**src/rtl/ntt_params.svh**
```systemverilog
// rtl/ntt_params.svh - project-wide NTT datapath parameters
`ifndef NTT_PARAMS_SVH
`define NTT_PARAMS_SVH

`define K 12

`endif

```
**src/rtl/ntt_pkg.sv**
```systemverilog
// rtl/ntt_pkg.sv - shared NTT types, constants and lane-packing helper
`include "ntt_params.svh"

package ntt_pkg;

    localparam int NTT_K     = `K;
    localparam int MAX_LANES = 16;

    typedef enum logic {OP_ADD = 1'b0, OP_SUB = 1'b1} modop_e;

    // Lane i of a packed multi-lane vector; narrower buses are zero-extended by the caller.
    function automatic logic [NTT_K-1:0] lane(input logic [MAX_LANES*NTT_K-1:0] vec, input int i);
        return vec[i*NTT_K +: NTT_K];
    endfunction

endpackage

```
**src/rtl/mod_addsub_lane.sv**
```systemverilog
// rtl/mod_addsub_lane.sv - single-lane final modular reduction of a (K+1)-bit sum/difference
`include "ntt_params.svh"

module mod_addsub_lane
    import ntt_pkg::*;
#(
    parameter int K = `K
) (
    input  logic [K:0]   s,
    input  logic [K-1:0] mod,
    input  modop_e       op,
    output logic [K-1:0] result
);

    logic [K:0] diff;
    logic [K:0] wrap;

    // diff[K] set means s < mod, i.e. the sum already lies in [0, mod).
    assign diff = s - {1'b0, mod};
    assign wrap = s + {1'b0, mod};

    always_comb begin
        result = s[K-1:0];
        if (op == OP_ADD) begin
            if (!diff[K]) begin
                result = diff[K-1:0];
            end
        end else if (s[K]) begin
            result = wrap[K-1:0];
        end
    end

endmodule

```
**src/rtl/mod_addsub_pipe.sv**
```systemverilog
// rtl/mod_addsub_pipe.sv - two-stage multi-lane modular add/sub with valid/ready flow control
`include "ntt_params.svh"

module mod_addsub_pipe
    import ntt_pkg::*;
#(
    parameter int K     = `K,
    parameter int LANES = 4,
    parameter int TAG_W = 8
) (
    input  logic                 clk,
    input  logic                 rst,
    input  logic                 mod_load,
    input  logic [K-1:0]         mod_in,
    input  logic                 in_valid,
    output logic                 in_ready,
    input  logic                 in_op,
    input  logic [LANES*K-1:0]   in_a,
    input  logic [LANES*K-1:0]   in_b,
    input  logic [TAG_W-1:0]     in_tag,
    output logic                 out_valid,
    input  logic                 out_ready,
    output logic [LANES*K-1:0]   out_result,
    output logic [TAG_W-1:0]     out_tag,
    output logic [1:0]           inflight
);

    logic [K-1:0]             mod_reg;

    logic                     s1_valid;
    modop_e                   s1_op;
    logic [TAG_W-1:0]         s1_tag;
    logic [K-1:0]             s1_mod;
    logic [LANES*(K+1)-1:0]   s1_sum;

    logic [LANES*(K+1)-1:0]   sum_next;
    logic [LANES*K-1:0]       reduced;

    logic                     s2_adv;
    logic                     s1_adv;
    logic                     accept;
    logic                     s1_valid_next;
    logic                     out_valid_next;

    // Bubble-collapsing ready chain; in_ready never depends on in_valid.
    assign s2_adv   = !out_valid || out_ready;
    assign s1_adv   = !s1_valid || s2_adv;
    assign in_ready = s1_adv;
    assign accept   = in_valid && s1_adv;

    assign s1_valid_next  = s1_adv ? in_valid : s1_valid;
    assign out_valid_next = s2_adv ? s1_valid : out_valid;

    generate
        for (genvar i = 0; i < LANES; i++) begin : g_lane
            logic [K-1:0] a;
            logic [K-1:0] b;

            assign a = in_a[i*K +: K];
            assign b = in_b[i*K +: K];
            assign sum_next[i*(K+1) +: K+1] = (in_op == OP_SUB) ? ({1'b0, a} - {1'b0, b})
                                                                : ({1'b0, a} + {1'b0, b});

            mod_addsub_lane #(
                .K (K)
            ) u_lane (
                .s      (s1_sum[i*(K+1) +: K+1]),
                .mod    (s1_mod),
                .op     (s1_op),
                .result (reduced[i*K +: K])
            );
        end
    endgenerate

    always_ff @(posedge clk or posedge rst) begin
        if (rst) begin
            mod_reg    <= '0;
            s1_valid   <= 1'b0;
            s1_op      <= OP_ADD;
            s1_tag     <= '0;
            s1_mod     <= '0;
            s1_sum     <= '0;
            out_valid  <= 1'b0;
            out_result <= '0;
            out_tag    <= '0;
            inflight   <= 2'd0;
        end else begin
            if (mod_load) begin
                mod_reg <= mod_in;
            end

            // A beat accepted on a load edge still sees the old mod_reg here.
            if (s1_adv) begin
                s1_valid <= in_valid;
            end
            if (accept) begin
                s1_op  <= modop_e'(in_op);
                s1_tag <= in_tag;
                s1_mod <= mod_reg;
                s1_sum <= sum_next;
            end

            if (s2_adv) begin
                out_valid <= s1_valid;
                if (s1_valid) begin
                    out_result <= reduced;
                    out_tag    <= s1_tag;
                end
            end

            inflight <= {1'b0, s1_valid_next} + {1'b0, out_valid_next};
        end
    end

endmodule

```
**config.mk**
```make
export PLATFORM = sky130hd
export DESIGN_NAME = mod_addsub_pipe
export DESIGN_NICKNAME = d
export VERILOG_FILES = /design/src/rtl/ntt_pkg.sv /design/src/rtl/mod_addsub_lane.sv /design/src/rtl/mod_addsub_pipe.sv
export VERILOG_INCLUDE_DIRS = /design/src /design/src/rtl
export SDC_FILE = /design/constraint.sdc
export NUM_CORES = 1
export LEC_CHECK = 0
export ABC_AREA = 1
export CAP_MARGIN = 40
export CORE_ASPECT_RATIO = 0.5
export CORE_MARGIN = 2
export CORE_UTILIZATION = 59
export CTS_CLUSTER_DIAMETER = 120
export CTS_CLUSTER_SIZE = 10
export DETAILED_ROUTE_END_ITERATION = 12
export GPL_TIMING_DRIVEN = 0
export PLACE_DENSITY = 0.87
export SLEW_MARGIN = 20
export SYNTH_ARGS = -nofsm -noshare
export SYNTH_HDL_FRONTEND = slang
export SYNTH_SLANG_ARGS = --single-unit
```
**constraint.sdc**
```tcl
create_clock -name clk -period 5.86 [get_ports clk]
set_clock_uncertainty 0.2 [all_clocks]
set_input_delay 1.465 -clock clk [delete_from_list [all_inputs] [get_ports clk]]
set_output_delay 1.465 -clock clk [all_outputs]
set_load 0.02 [all_outputs]
```
Word-level counts from Yosys, hierarchy flattened

Cells that the tools add are included.

Register bits: 145
Input bits: 122
ROM bits: 0
Memories: 0
Memory bits (writable): 0
Bits in latches: 0
Output and inout port bits: 60
Word-level logic and storage cells: 51

Divide/modulo/power cells: 0
Bitwise gates (word level): 0
Equality and inequality tests: 0
Reductions and logical operators: 6
Multiplexer cells: 18
$lt $le $gt $ge: 0
Add/sub/neg operators: 17
Multiply operators: 0
Shift-type cells: 0

Operators by type and width:

| operator                     | count |
|---|---|
| two-way mux 12 bit           | 12 |
| adder 12 x 12 -> 13 bit      | 4 |
| two-way mux 13 bit           | 4 |
| subtractor 12 x 12 -> 13 bit | 4 |
| subtractor 13 x 12 -> 13 bit | 4 |
| adder 12 bit                 | 4 |
| adder 1 x 1 -> 2 bit         | 1 |
| zero test 1 bit              | 2 |
| logical OR 1 bit             | 2 |
| two-way mux 1 bit            | 2 |
| AND reduction 2 bit          | 1 |
| logical AND 1 bit            | 1 |

Depth between registers and ports, before layout

Gate-level depths: netlist of run 1.

Word-level depth: 5
Depth in mapped cells: 17
Mapped depth without buffers: 17

By module

Synthesis of run 1 repeated with hierarchy kept, for this count alone.

Cells, all modules: 2,669
Area total of the unflattened synthesis: 16,883.7 µm²

Modules (own cells, without submodules):

| module                                  | times used | cells each | area an instance (µm²) | seq. area each (µm²) |
|---|---|---|---|---|
| mod_addsub_pipe                         | 1          | 1,276      | 9,623.0                | 3,628.5 |
| mod_addsub_lane at g_lane[0].u_lane ... | 3          | 348        | 1,819.2                | 0.0 |
| mod_addsub_lane at g_lane[1].u_lane     | 1          | 349        | 1,803.0                | 0.0 |

Worst setup path after synthesis of run 1

OpenSTA, ideal clock, no wires.

Path type: input -> register
Start: input port in_op
End: register s1_sum[10]
Library setup time: 0.130 ns
Data arrival time: 3.478 ns
Path slack: 2.052 ns
Data required time: 5.530 ns
Stages on the path: 12
Buffers on the path: 2
Cell sequence: clkbuf_1 -> clkbuf_1 -> o21ai_0 -> fa_1 -> nand3_1 -> nand3_1 -> a21boi_0 -> o21ai_0 -> nand2_1 -> nand3_1 -> nand3_1 -> o21ai_0

Word-level cells in the longest chain between the ends: 1

Ends and longest elaborated chain:

| what                   | line                   | source |
|---|---|---|
| start: declaration     | mod_addsub_pipe.sv:17  | `input logic in_op,` |
| two-way mux 13 bit     | mod_addsub_pipe.sv:61  | `assign sum_next[i*(K+1) +: K+1] = (in_op == OP_SUB) ? ({1'b0, a} - {1'b0, b})` |
| end signal: assignment | mod_addsub_pipe.sv:100 | `s1_sum <= sum_next;` |
| end: declaration       | mod_addsub_pipe.sv:34  | `logic [LANES*(K+1)-1:0] s1_sum;` |

Every way passes these cells.
A chain may end at the register's enable or synchronous reset.

Worst setup path after layout of run 1

Same ends and word-level chain as after synthesis.

==> results_dict.tcl, run 1 <==
set metrics [dict create \
    outcome "complete, no violations" \
    min_delay_path_depth 2 \
    syn_area_mm2 0.0156 \
    yosysSeqAreaShare_pct 23.2 \
    period_share_pct 83.6 \
    avgViaCountPerCell 5.61 \
    die_x_um 234 \
    drive_above_1_share_pct 4.55 \
    p_int_mw 3.73 \
    synth_area_leader_cell "dfrtp_1" \
    syn_avg_cell_area_um2 6.23 \
    grt.overflow.total 0 \
    synthArstFlopShare_pct 100 \
    end_kind "register" \
    drtPass1Iterations 6 \
    largest_registers "s1_sum (52), out_result (48)" \
    grt_pass1_wl_mm 84.4 \
    port_buffers 181 \
    io_pins 182 \
    cts_buffers 17 \
    drcViolationCount 0 \
    post_cts_buffers 0 \
    syn_inst 2513 \
    ir_worst_vdd_v 0.000206 \
    cts_tree "done" \
    hpwl_mm 43.9 \
    hold_viol 0 \
    htreeDepth 4 \
    syn-num-nets 2792 \
    max_freq_mhz 204 \
    clkPwrFrac_pct 14.5 \
    clk_pin_slew_ps 70 \
    ys_seq_elements 145 \
    clkLatencyLatePin_ps 450 \
    leakage_nw 9.93 \
    grt_max_degree 106 \
    drv_cap 0 \
    path_class "input pin to register" \
    fill_cells 2305 \
    cts_root_buf "clkbuf_16" \
    cp_data_required_time_ps 5970 \
    place.gp.congestion 1.02 \
    p_sw_share_pct 52.0 \
    power_switching_mw 4.03 \
    p_comb_share_pct 63.3 \
    vias 17278 \
    synth_flop_cell "dfrtp_1" \
    layout.cells.non_filler 3079 \
    hp-start "out_tag[5]$_DFFE_PP0P_" \
    worstHoldEndpoint "out_tag[5]$_DFFE_PP0P_" \
    tightestPinTransition_ps 920 \
    drt_wl_total_mm 55.4 \
    min_path_type "register to register" \
    largest-register "s1_sum" \
    netlist.area_leader.share_pct 23.2 \
    rr_worst_depth 12 \
    setup_violations 0 \
    die_h_um 119 \
    place_inst 3047 \
    row_count 42 \
    antenna_cells 0 \
    cts_buffer_depth 2 \
    rsz0062_at_grt "no" \
    track_usage_pct 39.6 \
    hold_buffers 0 \
    cellPowerDensity_mw_per_mm2 419 \
    start_util_pct 59.5 \
    synth-edff-count 0 \
    layout_min_cycle_time_ps 4900 \
    ys_top_cells_by_area "dfrtp_1 23%, nand2_1 17%, ha_1 12%, inv_1 9.2%, nand3_1 7.0%" \
    final_cell_mix "710 x nand2_1, 383 x inv_1, 258 x nor2_1, 219 x nand3_1, 194 x a21oi_1" \
    ctsResizeCount 0 \
    nets 2993 \
    largest_reg_flops 52 \
    slew_headroom_pct 38.7 \
    startpoint_type "input pin" \
    ff2ff_setup_slack_ps 2430 \
    core-area_mm2 0.0263 \
    dpl_cell_area_mm2 0.0179 \
    grt_pass1_vias 15588 \
    area_growth_pct 18.4 \
    synth_warnings 0 \
    ant_nets 0 \
    drt-wirelength-per-cell_um 18.0 \
    antenna_found_initial 1 \
    die_area_mm2 0.0279 \
    drtIter0Drc 2182 \
    layout_commonest_cell "nand2_1" \
    fin_area_mm2 0.0185 \
    critPathMaxFanout 10 \
    clock_sinks 145 \
    maxSlewViolCount 0 \
    crit_arrival_ps 5010 \
    r2r-start "s1_mod[1]$_DFFE_PP0P_" \
    power_frac_seq_pct 22.1 \
    worstReg2RegEnd "out_result[10]$_DFFE_PP0P_" \
    synth_cell_types 36 \
]
per-layer routing:
metal	routed length (µm)	track usage (%)
met5	0	0
met4	1330	10.4
met3	7130	11.6
met2	22700	57.7
met1	24300	57.2
power by group through the flow:
stage / registers, mW / logic, mW / clock network (mW)
2_1_floorplan: 1.75 / 3.15 / 0
3_3_place_gp: 1.69 / 4.70 / 0
3_5_place_dp: 1.70 / 4.77 / 0
4_1_cts: 1.68 / 4.80 / 1.12
5_1_grt: 1.73 / 5.41 / 1.18
6_report: 1.72 / 4.91 / 1.13
critical path, stage by stage:
cell and delay (ps):
clkdlybuf4s50_1 590, clkbuf_1 480, clkbuf_1 390, o21ai_0 280, fa_1 480, nand3_1 90, nand3_1 180, a21boi_0 320
o21ai_0 220, nand2_1 120, nand3_1 70, nand3_1 190, o21ai_0 130
layout make-up:
cell class                 count  area (µm²)  share of cell area, %
buffer                        90         488                   2.63
clock buffer                  19         443                   2.39
clock inverter                13         144                  0.777
inverter                     400        1510                   8.15
multi-input combinational   1878       10000                   54.1
sequential                   145        3630                   19.6
tap                          352         440                   2.38
timing repair buffer         182        1840                   9.93
cell usage after synthesis, types with 12 or more instances:
cell / number
buf_4: 20
nand4_1: 31
dfrtp_1: 145
nand3_1: 219
xor2_1: 70
a21oi_1: 194
fa_1: 12
nor3_1: 21
clkbuf_1: 46
nor2_1: 258
nand2_1: 710
o21ai_0: 107
nand2_2: 24
inv_1: 384
ha_1: 145
xnor2_1: 14
logic make-up (layout without fill, tap and decap cells):
| kind of cell | after synthesis | in the layout | synth area share, % |
|---|---|---|---|
| flops | 145 | 145 | 23.2 |
| simple gates | 1283 | 1283 | 34.2 |
| xor+xnor | 84 | 84 | 4.70 |
| fa+ha+maj | 157 | 157 | 13.1 |
| buf+inv | 490 | 704 | 12.7 |
| compound gates | 354 | 354 | 12.1 |
worst max-delay path by stage:
stage / to / cells past startpoint / start
detailed placement: s1_sum[10]$_DFFE_PP0P_ / 13 / in_op
finish: s1_sum[10]$_DFFE_PP0P_ / 13 / in_op
global route: s1_sum[10]$_DFFE_PP0P_ / 13 / in_op
floorplan: inflight[0]$_DFF_PP0_ / 1 / rst
global placement: out_result[44]$_DFFE_PP0P_ / 2 / rst
CTS: s1_sum[10]$_DFFE_PP0P_ / 13 / in_op
through the flow:
step | hold WS [ps] | util, % | setup WS [ps] | total power, mW | setup TNS, ps
after floorplan | 253 | - | 300 | 4.90 | 0
after global placement | 266 | 68.1 | -1750 | 6.39 | -252330
after detailed placement | 272 | 68.3 | 524 | 6.46 | 0
after CTS | 288 | 70.5 | 980 | 7.61 | 0
after global routing | 310 | 70.5 | 768 | 8.32 | 0
final | 288 | 70.5 | 963 | 7.76 | 0
Power figures use the tool's default switching activity.
==> inputs of run 2 (changes only) <==
--- a/config.mk
+++ b/config.mk
@@ -10,12 +10,12 @@
 export CAP_MARGIN = 40
 export CORE_ASPECT_RATIO = 0.5
 export CORE_MARGIN = 2
-export CORE_UTILIZATION = 59
+export CORE_UTILIZATION = 53
 export CTS_CLUSTER_DIAMETER = 120
 export CTS_CLUSTER_SIZE = 10
 export DETAILED_ROUTE_END_ITERATION = 12
 export GPL_TIMING_DRIVEN = 0
-export PLACE_DENSITY = 0.87
+export PLACE_DENSITY = 0.83
 export SLEW_MARGIN = 20
 export SYNTH_ARGS = -nofsm -noshare
 export SYNTH_HDL_FRONTEND = slang
==> constraint.sdc (replaced) <==
create_clock -name clk -period 4.4 [get_ports clk]
set_clock_uncertainty 0.2 [all_clocks]
set_input_delay 1.1 -clock clk [delete_from_list [all_inputs] [get_ports clk]]
set_output_delay 1.1 -clock clk [all_outputs]
set_load 0.02 [all_outputs]
==> run 2 against run 1 <==
Compared with the run above:
- clock power grew 42%
- combinational power up 33%
- count of clock-buffer cells in the layout decreased by 1
- die area is 11% higher
- sequential share of layout area decreased by 0.18 points
- non-clock buffer count grew 4
- via count hardly changed
- final area up 0.91%
- core utilization is 6.1 points lower
- worst hold slack improved by 1.6 ps
- critical path depth is 1 higher
- sequential power increased by 33%
- largest power group unchanged
==> results_dict.tcl, run 2 (synthesized netlist as in run 1, its figures left out) <==
set metrics [dict create \
    outcome "complete, no violations" \
    drt_wl_total_mm 55.3 \
    place.gp.congestion 1.02 \
    cts_tree "done" \
    vias 17280 \
    final.setup.worst_slack_ps 229 \
    path_class "input pin to register" \
    holdWs_ps 289 \
    start_util_pct 53.9 \
    fin_area_mm2 0.0187 \
    core-area_mm2 0.0290 \
    startpoint_type "input pin" \
    critPathMaxFanout 10 \
    fill_cells 2734 \
    cp_data_required_time_ps 4580 \
    area_growth_pct 19.4 \
    largest-register "s1_sum" \
    hpwl_mm 44.7 \
    clk_pin_slew_ps 80 \
    grt_max_degree 35 \
    maxSlewViolCount 0 \
    cts_buffers 17 \
    setup_violations 0 \
    htreeDepth 4 \
    rr_worst_depth 12 \
    tightestPinTransition_ps 897 \
    nets 2997 \
    layout_min_cycle_time_ps 4170 \
    largest_registers "s1_sum (52), out_result (48)" \
    drt-wirelength-per-cell_um 17.7 \
    ant_nets 0 \
    crit_arrival_ps 4350 \
    final_cell_mix "710 x nand2_1, 383 x inv_1, 258 x nor2_1, 219 x nand3_1, 194 x a21oi_1" \
    min_path_type "register to register" \
    leakage_nw 9.99 \
    antenna_cells 0 \
    io_pins 182 \
    drtPass1Iterations 5 \
    drv_cap 0 \
    rsz0062_at_grt "no" \
    row_count 44 \
    post_cts_buffers 0 \
    grt.overflow.total 0 \
    die_area_mm2 0.0310 \
    clkLatencyLatePin_ps 460 \
    track_usage_pct 35.6 \
    cellPowerDensity_mw_per_mm2 556 \
    path_cells "clkdlybuf4s50_1 -> clkbuf_2 -> clkbuf_2 -> o21ai_0 -> fa_1 -> nand3_1 -> nand3_1 -> a21boi_1 -> o21ai_0 -> nand2_1 -> nand2_1 -> nand2_1 -> nand3_1 -> o21ai_0" \
    fin_total_pwr_mw 10.4 \
    dpl_worst_slack_ps -698 \
    cts_buffer_depth 2 \
    cpPeakStageDelay_ps 570 \
    dpl_cell_area_mm2 0.0181 \
    hold_viol 0 \
    die_x_um 247 \
    drtIter0Drc 1864 \
    clock_sinks 145 \
    ir_worst_vdd_v 0.000317 \
    max_freq_mhz 240 \
    slew_headroom_pct 40.2 \
    grt_pass1_wl_mm 84.5 \
    layout_commonest_cell "nand2_1" \
    drcViolationCount 0 \
    die_h_um 125 \
    end_kind "register" \
    cts_root_buf "clkbuf_16" \
    largest_reg_flops 52 \
    period_share_pct 94.8 \
    min_delay_path_depth 2 \
    drive_above_1_share_pct 4.80 \
    fin_util_pct 64.4 \
    antenna_found_initial 2 \
    grt_pass1_vias 15539 \
    crit_slowest_cell "clkdlybuf4s50_1" \
    avgViaCountPerCell 5.53 \
    port_buffers 181 \
    hold_buffers 0 \
]
==> run 2: path summary, 6_finish.rpt <==
check / startpoint / endpoint / slack, ps
hold / removal: out_tag[6]$_DFFE_PP0P_ / out_tag[6]$_DFFE_PP0P_ / 290
hold reg to reg: out_tag[6]$_DFFE_PP0P_ / out_tag[6]$_DFFE_PP0P_ / 290
min in group asynchronous: rst / s1_tag[6]$_DFFE_PP0P_ / 670
setup / recovery: in_op / s1_sum[10]$_DFFE_PP0P_ / 230
max in group asynchronous: rst / out_result[31]$_DFFE_PP0P_ / 2670
setup reg to reg: s1_mod[1]$_DFFE_PP0P_ / out_result[10]$_DFFE_PP0P_ / 890
==> run 2: report_power, final <==
part / total [mW] / internal (mW) / switching [mW]
Clock: 1.60 / 0.883 / 0.718
Sequential: 2.29 / 1.74 / 0.550
Combinational: 6.51 / 2.41 / 4.10
==> run 2: final cells by class <==
| class | count | area, µm² | area share, % |
|---|---|---|---|
| Buffer | 90 | 490 | 2.62 |
| Clock buffer | 18 | 439 | 2.35 |
| Timing Repair Buffer | 186 | 1920 | 10.3 |
| Inverter | 400 | 1510 | 8.05 |
| Sequential cell | 145 | 3630 | 19.4 |
| Clock inverter | 14 | 189 | 1.01 |
| Tap cell | 391 | 489 | 2.62 |
| Multi-Input combinational cell | 1878 | 10000 | 53.7 |
==> run 2: per-layer routing <==
metal,routed length [µm],up-vias,global-route usage [%]
met5,13,-,0
met2,22600,815,51.5
met3,6750,97,9.51
met4,1260,2,9.57
met1,24700,8012,52.0
li1,-,8354,-
==> run 2: through the flow <==
stage	setup TNS, ps	std cells
floorplan	0	2513
global placement	-6400	3085
detailed placement	-7190	3090
CTS	0	3122
global route	0	3122
finish	0	3122
==> run 2: what timing repair did <==
action / in CTS / in global routing
endpoints found under the hold margin: 0 / 0
cloned: 0 / 0
resized for setup: 2 / 1
endpoints found under the setup margin: 1 / 1
==> run 2: worst max-delay path: cells and delay by family <==
| kind | cells | cell delay (ps) |
|---|---|---|
| buffers and inverters | 3 | 1200 |
| AOI/OAI and AO/OA | 4 | 870 |
| and+or+nand+nor | 6 | 660 |
| adders and majority gates | 1 | 520 |
